[src/rtl/button_gesture.sv]
// Per-button gesture classifier: short press, long press and auto-repeat pulses for 8 debounced buttons.
// Define BUTTON_GESTURE_REPEAT_EN to enable auto-repeat pulses while a long press is held.
module button_gesture #(
  parameter int LONG_CYCLES   = 50_000_000,
  parameter int REPEAT_CYCLES = 10_000_000,
  parameter int CNT_W         = 27
) (
  input  logic        clk,
  input  logic        power,
  input  logic [15:0] button,
  output logic [7:0]  short_press,
  output logic [7:0]  long_press,
  output logic [7:0]  repeat_press,
  output logic [7:0]  held
);

  // state | meaning
  // LOCK  | after reset; waits for a release so a button held through reset emits nothing
  // IDLE  | released, waiting for a press
  // HELD  | pressed, counting towards the long-press threshold
  // LONG  | long press reported; counting repeat intervals until release
  typedef enum logic [1:0] {
    LOCK = 2'd0,
    IDLE = 2'd1,
    HELD = 2'd2,
    LONG = 2'd3
  } state_t;

  localparam logic [CNT_W-1:0] LONG_TC = CNT_W'(LONG_CYCLES - 1);
`ifdef BUTTON_GESTURE_REPEAT_EN
  localparam logic [CNT_W-1:0] REP_TC  = CNT_W'(REPEAT_CYCLES - 1);
`else
  localparam int unused_repeat_cycles = REPEAT_CYCLES;
`endif

  // Press pulses from input_process are not needed here; levels carry everything.
  logic unused_pulses;
  assign unused_pulses = ^button[15:8];

  for (genvar i = 0; i < 8; i++) begin : g_btn
    state_t           state_q, state_d;
    logic [CNT_W-1:0] cnt_q, cnt_d;
    logic             short_q, short_d;
    logic             long_q, long_d;
    logic             rep_q, rep_d;
    logic             held_q, held_d;
    logic             level;

    assign level = button[i];

    always_ff @(posedge clk or negedge power) begin
      if (!power) begin
        state_q <= LOCK;
        cnt_q   <= '0;
        short_q <= 1'b0;
        long_q  <= 1'b0;
        rep_q   <= 1'b0;
        held_q  <= 1'b0;
      end else begin
        state_q <= state_d;
        cnt_q   <= cnt_d;
        short_q <= short_d;
        long_q  <= long_d;
        rep_q   <= rep_d;
        held_q  <= held_d;
      end
    end

    always_comb begin
      state_d = state_q;
      cnt_d   = cnt_q;
      short_d = 1'b0;
      long_d  = 1'b0;
      rep_d   = 1'b0;
      case (state_q)
        LOCK: begin
          cnt_d = '0;
          if (!level) state_d = IDLE;
        end
        IDLE: begin
          cnt_d = '0;
          if (level) begin
            state_d = HELD;
            cnt_d   = CNT_W'(1);
          end
        end
        HELD: begin
          // Release wins over reaching the threshold on the same edge.
          if (!level) begin
            state_d = IDLE;
            short_d = 1'b1;
            cnt_d   = '0;
          end else if (cnt_q == LONG_TC) begin
            state_d = LONG;
            long_d  = 1'b1;
            cnt_d   = '0;
          end else begin
            cnt_d = cnt_q + 1'b1;
          end
        end
        LONG: begin
          if (!level) begin
            state_d = IDLE;
            cnt_d   = '0;
`ifdef BUTTON_GESTURE_REPEAT_EN
          end else if (cnt_q == REP_TC) begin
            rep_d = 1'b1;
            cnt_d = '0;
          end else begin
            cnt_d = cnt_q + 1'b1;
          end
`else
          end else begin
            cnt_d = '0;
          end
`endif
        end
        default: begin
          state_d = LOCK;
          cnt_d   = '0;
        end
      endcase
      held_d = (state_d == HELD) || (state_d == LONG);
    end

    assign short_press[i] = short_q;
    assign long_press[i]  = long_q;
    assign held[i]        = held_q;
`ifdef BUTTON_GESTURE_REPEAT_EN
    assign repeat_press[i] = rep_q;
`else
    logic unused_rep;
    assign unused_rep      = rep_q;
    assign repeat_press[i] = 1'b0;
`endif
  end

endmodule

[config.mk]
export PLATFORM = sky130hd
export DESIGN_NAME = button_gesture
export DESIGN_NICKNAME = d
export VERILOG_FILES = /design/src/rtl/button_gesture.sv
export SDC_FILE = /design/constraint.sdc
export NUM_CORES = 1
export LEC_CHECK = 0
export ABC_AREA = 1
export BUFFER_PORTS_ARGS = -buffer_cell sky130_fd_sc_hd__buf_2
export CORE_MARGIN = 10
export CORE_UTILIZATION = 40
export CTS_CLUSTER_SIZE = 24
export DETAILED_ROUTE_END_ITERATION = 12
export HOLD_SLACK_MARGIN = 0.15
export SYNTH_ARGS = -nofsm -noshare
export SYNTH_HDL_FRONTEND = slang
export SYNTH_SLANG_ARGS = --single-unit
[constraint.sdc]
create_clock -name clk -period 1.9 [get_ports clk]
set_input_delay 0.19 -clock clk [delete_from_list [all_inputs] [get_ports clk]]
set_output_delay 0.19 -clock clk [all_outputs]
set_load 0.02 [all_outputs]
# == After elaboration in Yosys (flattened, before gate mapping) ==
# Cells that the tools add are included.
# op_classes
add_sub_neg,8
n_eq_ne,48
mux,112
reduce_logical,24
# ops
op,n
27-bit one-hot mux with 3 select lines,8
27-bit two-way mux,16
27-bit by 1-bit adder with 27-bit output (second input constant),8
27-bit by 26-bit equality test with 1-bit output (second input constant),8
2-bit equality test (second input constant),32
2-bit two-way mux,32
1-bit two-way mux,48
2-bit one-hot mux with 3 select lines,8
2-bit by 1-bit equality test with 1-bit output (second input constant),8
2-bit logical NOT,8
2-bit OR reduction,8
1-bit logical OR,8
# word_totals
register_bits,256
inputBits,18
output_inout_bits,32
word_cells,232

# == Logic depth before layout (Yosys ltp) ==
# Gate-level depths: netlist (run 1).
# logic_depth
depth_word,6
depth_mapped,11
depth_no_buf,10

# == Worst setup path after synthesis (run 1) ==
# No wires, ideal clock.
# synth_timing
path_type,flip-flop to flip-flop
startpoint,register g_btn[1].state_q[0]
endpoint,register g_btn[1].cnt_q[26]
setup_ps,72
t_arrival_ps,1463
required_ps,1828
path_slack_ps,365
path_stages_with_launch,9
n_path_buf,0
synth_period_minus_slack_ps,1535
path_cell_list,dfrtp_1 > inv_1 > ha_1 > inv_1 > nor3_1 > inv_1 > nor2_1 > nand2_1 > nor2_1
# synth_via
elab_chain_len,3
elab_cells_between_ends,6
classes_between,3 x eq/ne; 1 x mux; 2 x reduce/logical
# synth_lines
item,line,source
from (decl),41,"state_t state_q, state_d;"
from (signal assigned),60,state_q <= state_d;
2-bit equality test or 2-bit logical NOT (tied branches),75,case (state_q)
2-bit OR reduction (no source line),--,
27-bit one-hot mux with 3 select lines *,75,
via g_btn[1].cnt_d[26],42,"logic [CNT_W-1:0] cnt_q, cnt_d;"
to (signal assigned),61,cnt_q <= cnt_d;
to (decl),42,
# Mark *: on every way through the listed nets, which the timed path passes. The rest lies on a longest branch.

# == Final worst setup path (run 1) ==
# layout_timing
startpoint,register g_btn[5].cnt_q[6]
endpoint,register g_btn[5].cnt_q[13]
# layout_via
elab_chain_len,4
elab_cells_between_ends,5
classes_between,1 x add/sub; 1 x eq/ne; 3 x mux
# layout_lines
item,line,source
from (decl),42,
from (signal assigned),61,
27-bit by 1-bit adder with 27-bit output or 27-bit by 26-bit equality test with 1-bit output (tied branches),"98, 93",
27-bit two-way mux *,93,end else if (cnt_q == LONG_TC) begin
27-bit two-way mux *,89,if (!level) begin
27-bit one-hot mux with 3 select lines *,75,
via g_btn[5].cnt_d[13],42,
# Marked as above.

==> flow_metrics.py, run 1 <==
metrics = {
    "setup_path": {
        "crit_slowest_cell": "dfrtp_1",
        "slowest_delay_ns": 0.45,
        "end_kind": "flip-flop",
        "worstSetupPathType": "flip-flop to flip-flop",
        "path_buf_inv": 0,
        "required_ns": 2.33,
        "worstSetupStartpointType": "flip-flop",
        "worstPathArrival_ns": 2.18,
        "critical_path.top_delay_family": "simple AND/OR/NAND/NOR gates",
        "crit_chain": "nand2_1, nor2_1, nand2_1, nor2_1, nand2_1, nor2_1, nor3_1",
        "worstPathMaxFanout": 6,
    },
    "outcome": {
        "outcome": "finished clean",
    },
    "routing": {
        "vias": 13410,
        "wl_per_cell_um": 12.20,
        "drtAntennaViolNets": 0,
        "dr.first_iter.drc_count": 840,
        "viasPerCell": 4.825,
        "routed_wl_mm": 33.89,
        "drcViolationCount": 0,
        "dr.pass1.iters": 5,
    },
    "floorplan": {
        "rows": 71,
        "dieArea_um2": 46050,
        "pin_count": 50,
        "initial_utilization_pct": 40.40,
        "core_area_um2": 37490,
        "fp.dieW_um": 214.6,
        "die_h_um": 214.6,
    },
    "layout": {
        "syn_to_final_growth_pct": 13.47,
        "drive_gt1_share_pct": 7.363,
        "num_antenna_cells": 0,
        "nets": 2286,
        "fin_util_pct": 45.84,
        "final_area_um2": 17190,
    },
    "grt": {
        "antenna_found_initial": 0,
        "grt_max_degree": 84,
        "overflow": 0,
        "grt_pass1_wl_mm": 59.69,
        "grt_pass1_vias": 13000,
        "grt.total_usage_pct": 14.64,
    },
    "logic_synthesis": {
        "ys_seq_area_share_pct": 42.30,
        "synth.most_common_cell": "nor2_1",
        "synth_xor_area_share_pct": 3.585,
        "syn_avg_cell_area_um2": 6.951,
        "yosys.area.top_type_share_pct": 42.30,
        "synth.area.mux_share_pct": 0,
        "netlist_instances": 2179,
        "synth-compound-area-share_pct": 3.395,
        "postSynth.asyncResetShare_pct": 100.0,
        "synth.distinct_cells": 37,
        "synth_top_cell_by_area": "dfrtp_1",
        "synth_commonest_cells": "545 x nor2_1, 502 x nand2_1, 288 x inv_1, 256 x dfrtp_1, 126 x nor3_1",
        "ys_ff_latch": 256,
        "synth_ff_type": "dfrtp_1",
        "syn-cell-area_um2": 15150,
        "yosysWarnings": 0,
        "synth_top_family_by_area": "simple AND/OR/NAND/NOR gates",
        "synth-edff-count": 0,
        "synth_area_leaders": "dfrtp_1 42%, nor2_1 14%, nand2_1 12%, inv_1 7.1%, nor3_1 4.2%",
        "synthAdderAreaFrac_pct": 1.983,
        "yosys.area_share.simple_pct": 39.26,
    },
    "clocking": {
        "cts_tree": "yes",
        "clk_pin_slew_ns": 0.06,
        "clk_latency_ns": 0.57,
        "cts_root_buf": "clkbuf_16",
        "clock_path_buffers": 3,
        "htreeDepth": 1,
        "cts_sinks": 256,
        "cts_made_buffers": 31,
    },
    "sta": {
        "period_minus_slack_ns": 1.749,
        "hold_slack_ns": 0.2514,
        "setup_violations": 0,
        "fin_crit_sh_pct": 92.05,
        "finClkSkew_ns": 0.01495,
        "maxSlewHeadroom_pct": 65.53,
        "hold_violations": 0,
        "worst_slew_pin_slew_ns": 0.5153,
        "fmax_mhz": 571.7,
        "maxSlewViolCount": 0,
        "worst_slack_ns": 0.1510,
    },
    "min_path": {
        "worst_hold_path_type": "input port to asynchronous set/reset pin",
    },
    "placed_design": {
        "place.gp.congestion": 0.9048,
        "port_buffers": 33,
        "place_hpwl_mm": 24.84,
        "place_ws_ns": 0.01243,
        "placed_area_um2": 15890,
    },
    "pwr": {
        "switching_share_pct": 27.61,
        "peakVddDrop_mv": 0.6098,
        "pwr-share-comb_pct": 15.6,
        "pwr-share-clk_pct": 44.0,
        "p_sw_mw": 4.107,
        "p_leak_nw": 7.340,
        "internal-power_mw": 10.77,
        "p_seq_share_pct": 40.4,
        "power_density_nw_per_um2": 865.6,
    },
    "flow_run": {
        "cap_violations": 0,
    },
}
==> worst register-to-register path, delay by kind of cell (launching register included) <==
kind | cells | cell delay (ns)
simple gates | 7 | 1.18
flops | 1 | 0.45
==> cells in the final DEF (no fill, tap or decap), drive strengths merged, types with 7 or more instances in the layout <==
cell	synthesis	routed
nor2	567	567
xor2	40	40
xnor2	22	22
a21oi	52	52
o21ai	28	28
nor3	131	131
buf	45	60
nor3b	7	7
nand4	39	39
inv	290	290
bufinv	0	7
nand2	511	511
clkbuf	0	40
nand3	130	130
dfrtp	256	256
a31oi	13	13
dlygate4sd3	0	10
clkinv	2	9
conb	1	8
ha	24	24
==> routing by layer <==
layer  wire (um)  vias up  GRT usage (%)
li1            -     6913              -
met1       16030     6237          19.43
met2       15760      204          24.38
met3        1426       54          2.158
met4         676        0          4.018
met5           0        -              0
==> metrics by stage <==
step	total power [mW]	setup TNS (ns)	std cells
final	14.88	0	2779
after global routing	15.72	-0.007910	2779
after CTS	15.10	0	2779
after detailed placement	8.410	0	2712
after global placement	8.317	0	2712
after floorplan	7.838	0	2186
==> power groups by stage <==
stage                     Clock, mW  Combinational, mW  Sequential (mW)
after floorplan                   0               1.78             6.06
after global placement            0               2.23             6.08
after detailed placement          0               2.31             6.10
after CTS                      6.76               2.34             6.01
after global routing           7.00               2.66             6.06
final                          6.55               2.32             6.01
==> cell families after synthesis <==
group | after synthesis
and+or+nand+nor | 1402
buffers and inverters | 337
DFF | 256
AOI/OAI and AO/OA | 97
xor gates and xnor gates | 62
adders and majority gates | 24
other | 1
==> final timing paths <==
kind                                    from  slack, ns                 end  cells past startpoint
min in group clk                   button[2]       0.35    g_btn[2].short_q                      3
max in group asynchronous              power       0.76  g_btn[3].cnt_q[16]                      3
max reg2reg                g_btn[5].cnt_q[6]       0.15  g_btn[5].cnt_q[13]                      7
max                        g_btn[5].cnt_q[6]       0.15  g_btn[5].cnt_q[13]                      7
min reg2reg                g_btn[5].cnt_q[0]       0.51   g_btn[5].cnt_q[0]                      1
min                                    power       0.25  g_btn[0].cnt_q[12]                      3
==> layout make-up <==
cell class              count  area (um2)
inverters                 292        1096
clock inverters            17       267.8
multi-input cells        1593        7381
well taps                 511       639.4
flip-flops and latches    256        6406
repair buffers             70       515.5
fillers                  3796       20300
clock buffers              40       879.6
==> timing repair <==
item                                    CTS  global route
endpoints found under the setup margin    0            53
resized for setup                         0            12
buffers inserted                          0             0
hold buffers                             10             0
hold endpoints to repair                327             0
==> flip-flops by register name, indices dropped and copies added (netlist names) <==
name,flops
g_btn.short_q,8
g_btn.cnt_q,216
g_btn.long_q,8
g_btn.held_q,8
g_btn.state_q,16
No activity file was read; power rests on OpenSTA's default activity.
==> run 2: changes to the inputs <==
Settings changed: ABC_AREA 1 to not set, SLEW_MARGIN set to 5.
==> flow_metrics.py, run 2 <==
metrics = {
    "outcome": {
        "outcome": "finished with violations",
        "failed_checks": "setup timing",
    },
    "clocking": {
        "cts_root_buf": "clkbuf_16",
        "clk_pin_slew_ns": 0.06,
        "cts_made_buffers": 30,
        "cts_sinks": 256,
        "clock_path_buffers": 3,
        "clk_latency_ns": 0.56,
        "cts_tree": "yes",
        "htreeDepth": 1,
    },
    "placed_design": {
        "place_hpwl_mm": 20.65,
        "post-place-cells": 2012,
        "port_buffers": 33,
        "place.gp.congestion": 0.8240,
        "place_ws_ns": -0.1353,
    },
    "routing": {
        "drcViolationCount": 0,
        "viasPerCell": 5.499,
        "dr.pass1.iters": 5,
        "routed_wl_mm": 31.15,
        "dr.first_iter.drc_count": 636,
        "vias": 11550,
        "drtAntennaViolNets": 0,
        "wl_per_cell_um": 14.83,
    },
    "pwr": {
        "p_total_mw": 14.06,
        "p_leak_nw": 6.795,
        "power_density_nw_per_um2": 815.1,
        "peakVddDrop_mv": 0.6707,
    },
    "sta": {
        "period_minus_slack_ns": 2.061,
        "finClkSkew_ns": 0.02283,
        "fin_crit_sh_pct": 108.5,
        "fmax_mhz": 485.3,
        "worst_slack_ns": -0.1607,
        "fin_setup_tns_ns": -3.991,
        "maxSlewViolCount": 0,
        "maxSlewHeadroom_pct": 65.65,
        "hold_violations": 0,
        "setup_violations": 49,
        "worst_slew_pin_slew_ns": 0.5153,
        "rsz0062_at_grt": "true",
    },
    "grt": {
        "overflow": 0,
        "antenna_found_initial": 0,
        "grt_pass1_vias": 11240,
        "grt_max_degree": 60,
        "grt_pass1_wl_mm": 52.81,
        "grt.total_usage_pct": 14.32,
    },
    "layout": {
        "stdcell_count": 2101,
        "register_area_um2": 6409,
        "regMostFlops": "g_btn.cnt_q",
        "reg_top3": "g_btn.cnt_q: 216 flops, g_btn.state_q: 16 flops",
        "final_cell_mix": "254 x dfrtp_1, 172 x buf_4, 112 x nor2_1",
        "multi_input_area_um2": 7032,
        "num_antenna_cells": 0,
        "syn_to_final_growth_pct": 26.64,
        "nets": 1671,
        "drive_gt1_share_pct": 23.71,
        "final_common_cell": "dfrtp_1",
        "fill_cells": 3043,
        "fin_util_pct": 51.44,
        "largest_reg_flops": 216,
    },
    "setup_path": {
        "reg2reg_slack_ns": -0.16,
        "path_buf_inv": 2,
        "critical_path.top_delay_family": "simple AND/OR/NAND/NOR gates",
        "crit_slowest_cell": "or4_4",
        "slowest_delay_ns": 0.50,
        "end_kind": "flip-flop",
        "r2r_cells": 7,
        "r2r-start": "g_btn[5].cnt_q[0]",
        "crit_chain": "ha_2, nand4_1, buf_4, or4_4, o211ai_4, clkbuf_16, a21oi_2",
        "worstSetupStartpointType": "flip-flop",
        "worstSetupPathType": "flip-flop to flip-flop",
        "reg2reg_to": "g_btn[5].cnt_q[23]",
        "worstPathMaxFanout": 6,
        "crit_cells": 7,
        "required_ns": 2.33,
        "startpoint": "g_btn[5].cnt_q[0]",
        "crit_end": "g_btn[5].cnt_q[23]",
        "worstPathArrival_ns": 2.49,
    },
    "logic_synthesis": {
        "netlist_instances": 1439,
        "synth.most_common_cell": "dfrtp_1",
        "synth.distinct_cells": 57,
        "yosysWarnings": 0,
        "syn-cell-area_um2": 13620,
        "ys_ff_latch": 256,
        "ys_seq_area_share_pct": 47.03,
        "yosys.area.top_type_share_pct": 47.03,
        "syn_avg_cell_area_um2": 9.466,
        "synth_ff_type": "dfrtp_1",
        "synth-edff-count": 0,
        "synth_commonest_cells": "256 x dfrtp_1, 114 x nor2_1, 105 x a21oi_1, 86 x nand2_1, 80 x nand3_1",
        "synth_area_leaders": "dfrtp_1 47%, a21oi_1 3.9%, xor2_1 3.7%, nand4_1 3.4%, nor2_1 3.1%",
        "synth_top_cell_by_area": "dfrtp_1",
        "postSynth.asyncResetShare_pct": 100.0,
    },
    "floorplan": {
        "die_h_um": 204.5,
        "pin_count": 50,
        "core_area_um2": 33530,
        "dieArea_um2": 41840,
        "initial_utilization_pct": 40.62,
        "fp.dieW_um": 204.5,
        "rows": 67,
    },
    "min_path": {
        "worst_hold_path_type": "input port to asynchronous set/reset pin",
    },
    "flow_run": {
        "cap_violations": 0,
    },
}
==> run 2: how the worst min path moves through the flow <==
stage / from / end / slack (ns) / cells past startpoint
floorplan: power / g_btn[0].cnt_q[0] / -0.11 / 0
global placement: power / g_btn[2].cnt_q[22] / 0.11 / 1
detailed placement: power / g_btn[2].cnt_q[22] / 0.11 / 1
CTS: power / g_btn[3].cnt_q[3] / 0.23 / 3
global route: power / g_btn[3].cnt_q[7] / 0.27 / 3
finish: power / g_btn[3].cnt_q[7] / 0.24 / 3
==> run 2: final cells by class <==
class,count,area share [%]
clock inverter,13,1.117
multi-input combinational,1054,40.76
sequential,256,37.15
tap,448,3.249
timing repair buffer,239,11.34
clock buffer,43,5.338
inverter,48,1.044
==> run 2: worst min-delay path, cell delays in order <==
cell	delay [ns]
dlygate4sd3_1	0.56
buf_8	0.17
buf_12	0.23
==> run 2: stage by stage <==
step / area [um2] / hold slack [ns]
floorplan: 13750 / -0.1056
global placement: 15370 / 0.1135
detailed placement: 15370 / 0.1128
CTS: 16690 / 0.2269
global route: 17250 / 0.2691
finish: 17250 / 0.2448
==> run 2: logic make-up after synthesis <==
| kind of cell | count (synthesis) | share of synthesized area [%] |
|---|---|---|
| AO/OA/AOI/OAI | 288 | 12.99 |
| XOR/XNOR | 91 | 5.851 |
| adder cells (fa/ha/maj) | 24 | 2.204 |
| buffers and inverters | 137 | 4.951 |
| flip-flops | 256 | 47.03 |
| other | 1 | 0.02753 |
| AND/OR/NAND/NOR | 642 | 26.95 |
==> run 2: routing by layer <==
metal	share of wire (%)	up-vias	GRT usage (%)
met4	1.4	0	3.385
met5	0	-	0
met3	3.2	28	1.974
met2	48	129	24.44
li1	-	5708	-
met1	47	5689	18.79
==> run 2: where the power goes <==
| group | leakage (nW) | switching [mW] | internal [mW] | total, mW |
|---|---|---|---|---|
| Sequential | 3.55 | 0.190 | 5.70 | 5.89 |
| Clock | 0.554 | 2.28 | 4.02 | 6.30 |
| Combinational | 2.69 | 1.13 | 0.745 | 1.87 |
==> run 2: repair_timing <==
| item | 4_1_cts | 5_1_grt |
|---|---|---|
| setup endpoints to repair | 70 | 130 |
| resized for setup | 13 | 93 |
| hold buffers | 10 | 0 |
| gates cloned | 1 | 4 |
| endpoints found under the hold margin | 314 | 0 |
| buffers inserted | 4 | 15 |
| pin swaps | 6 | 41 |
==> run 3: changes to the inputs <==
Settings changed: PLACE_DENSITY_LB_ADDON set to 0.3.
==> flow_metrics.py, run 3 (synthesis gave the netlist of run 2 again) <==
metrics = {
    "pwr": {
        "p_seq_share_pct": 43.6,
        "power_density_nw_per_um2": 798.1,
        "pwr-share-clk_pct": 43.2,
        "peakVddDrop_mv": 0.6093,
        "pwr-share-comb_pct": 13.2,
        "internal-power_mw": 9.979,
        "switching_share_pct": 25.96,
        "p_sw_mw": 3.499,
        "p_leak_nw": 6.636,
    },
    "clocking": {
        "cts_sinks": 256,
        "cts_tree": "yes",
        "cts_root_buf": "clkbuf_16",
        "clk_latency_ns": 0.55,
        "clock_path_buffers": 3,
        "clk_pin_slew_ns": 0.06,
        "cts_made_buffers": 29,
        "htreeDepth": 1,
    },
    "setup_path": {
        "crit_cells": 5,
        "worstPathMaxFanout": 6,
        "critical_path.top_delay_family": "simple AND/OR/NAND/NOR gates",
        "worstSetupStartpointType": "flip-flop",
        "crit_slowest_cell": "or4b_4",
        "crit_chain": "or4b_4, or4_4, o211ai_4, clkbuf_16, a21oi_1",
        "end_kind": "flip-flop",
        "r2r_cells": 5,
        "required_ns": 2.33,
        "path_buf_inv": 1,
        "worstPathArrival_ns": 2.45,
        "worstSetupPathType": "flip-flop to flip-flop",
        "startpoint": "g_btn[5].cnt_q[11]",
        "slowest_delay_ns": 0.54,
        "r2r-start": "g_btn[5].cnt_q[11]",
    },
    "sta": {
        "fmax_mhz": 493.6,
        "finClkSkew_ns": 0.01164,
        "rsz0062_at_grt": "true",
        "worst_slack_ns": -0.1261,
        "fin_setup_tns_ns": -2.663,
        "worst_slew_pin_slew_ns": 0.5857,
        "hold_violations": 0,
        "hold_slack_ns": 0.1408,
        "maxSlewHeadroom_pct": 60.96,
        "maxSlewViolCount": 0,
        "fin_crit_sh_pct": 106.6,
        "setup_violations": 30,
        "period_minus_slack_ns": 2.026,
    },
    "routing": {
        "drcViolationCount": 0,
        "dr.pass1.iters": 4,
        "vias": 11580,
        "wl_per_cell_um": 14.79,
        "routed_wl_mm": 30.95,
        "drtAntennaViolNets": 0,
        "viasPerCell": 5.536,
        "dr.first_iter.drc_count": 664,
    },
    "floorplan": {
        "die_h_um": 204.5,
        "fp.dieW_um": 204.5,
        "core_area_um2": 33530,
        "initial_utilization_pct": 40.62,
        "rows": 67,
        "dieArea_um2": 41840,
        "pin_count": 50,
    },
    "layout": {
        "final_area_um2": 16890,
        "final_cell_mix": "254 x dfrtp_1, 173 x buf_4, 112 x nor2_1",
        "num_antenna_cells": 0,
        "reg_top3": "g_btn.cnt_q: 216 flops, g_btn.state_q: 16 flops",
        "stdcell_count": 2092,
        "nets": 1666,
        "largest_reg_flops": 216,
        "final_common_cell": "dfrtp_1",
        "drive_gt1_share_pct": 22.38,
        "regMostFlops": "g_btn.cnt_q",
        "syn_to_final_growth_pct": 23.97,
    },
    "placed_design": {
        "post-place-cells": 1993,
        "port_buffers": 33,
        "placed_area_um2": 15190,
        "place.gp.congestion": 0.8100,
        "place_hpwl_mm": 20.18,
    },
    "outcome": {
        "failed_checks": "setup timing",
        "outcome": "finished with violations",
    },
    "grt": {
        "overflow": 0,
        "grt_max_degree": 62,
        "grt_pass1_vias": 11080,
        "grt.total_usage_pct": 14.16,
        "antenna_found_initial": 0,
        "grt_pass1_wl_mm": 52.13,
    },
    "flow_run": {
        "cap_violations": 0,
    },
    "min_path": {
        "worst_hold_path_type": "input port to asynchronous set/reset pin",
    },
}
[run 3: cell count changes in the layout (fill, tap and decap cells not counted), moves of 4 or more]
cell / delta
nor3_2: -4
nor3_4: -5
buf_12: -5
a211oi_2: -5
nor3_1: +9
a211oi_1: +5
[run 3: worst paths after layout]
path                                       to  slack, ns
min                           g_btn[0].held_q       0.14
max                        g_btn[5].cnt_q[24]      -0.13
min reg2reg                 g_btn[2].cnt_q[0]       0.52
max in group asynchronous  g_btn[4].cnt_q[13]       1.07
min in group clk             g_btn[1].short_q       0.39
max reg2reg                g_btn[5].cnt_q[24]      -0.13
[run 3: power groups by stage]
stage          clock network, mW  registers (mW)  logic, mW
2_1_floorplan                  0            5.95       1.24
3_3_place_gp                   0            5.96       1.65
3_5_place_dp                   0            5.97       1.72
4_1_cts                     6.01            5.87       1.74
5_1_grt                     6.25            5.91       2.02
6_report                    5.82            5.87       1.78
[run 3: final cells by class]
| cell class | instances | area [um2] |
|---|---|---|
| multi-input combinational | 1057 | 6924 |
| sequential | 256 | 6409 |
| tap | 448 | 560.5 |
| clock buffer | 38 | 829.5 |
| inverter | 48 | 180.2 |
| clock inverter | 13 | 168.9 |
| timing repair buffer | 232 | 1815 |
| fill | 3094 | 16640 |
[run 3: metrics by stage]
step / power, mW / util [%] / worst slack, ns
after floorplan: 7.194 / - / -0.09126
after global placement: 7.603 / 45.29 / -0.08102
after detailed placement: 7.686 / 45.29 / -0.1299
after CTS: 13.63 / 48.82 / -0.1028
after global routing: 14.17 / 50.36 / -0.1765
final: 13.48 / 50.36 / -0.1261
[run 3: layer usage]
| metal | GRT usage [%] | part of all wire, % | vias to the layer above |
|---|---|---|---|
| li1 | - | - | 5690 |
| met1 | 18.70 | 46 | 5703 |
| met2 | 23.91 | 49 | 153 |
| met3 | 2.022 | 3.5 | 35 |
| met4 | 3.544 | 1.6 | 0 |
| met5 | 0 | 0 | - |
[run 3: timing repair]
action / in CTS / in global routing
resized for setup: 12 / 60
buffers inserted: 4 / 28
hold buffers: 9 / 0
gates cloned: 3 / 5
setup endpoints to repair: 70 / 162
pin swaps: 5 / 23
hold endpoints to repair: 313 / 0
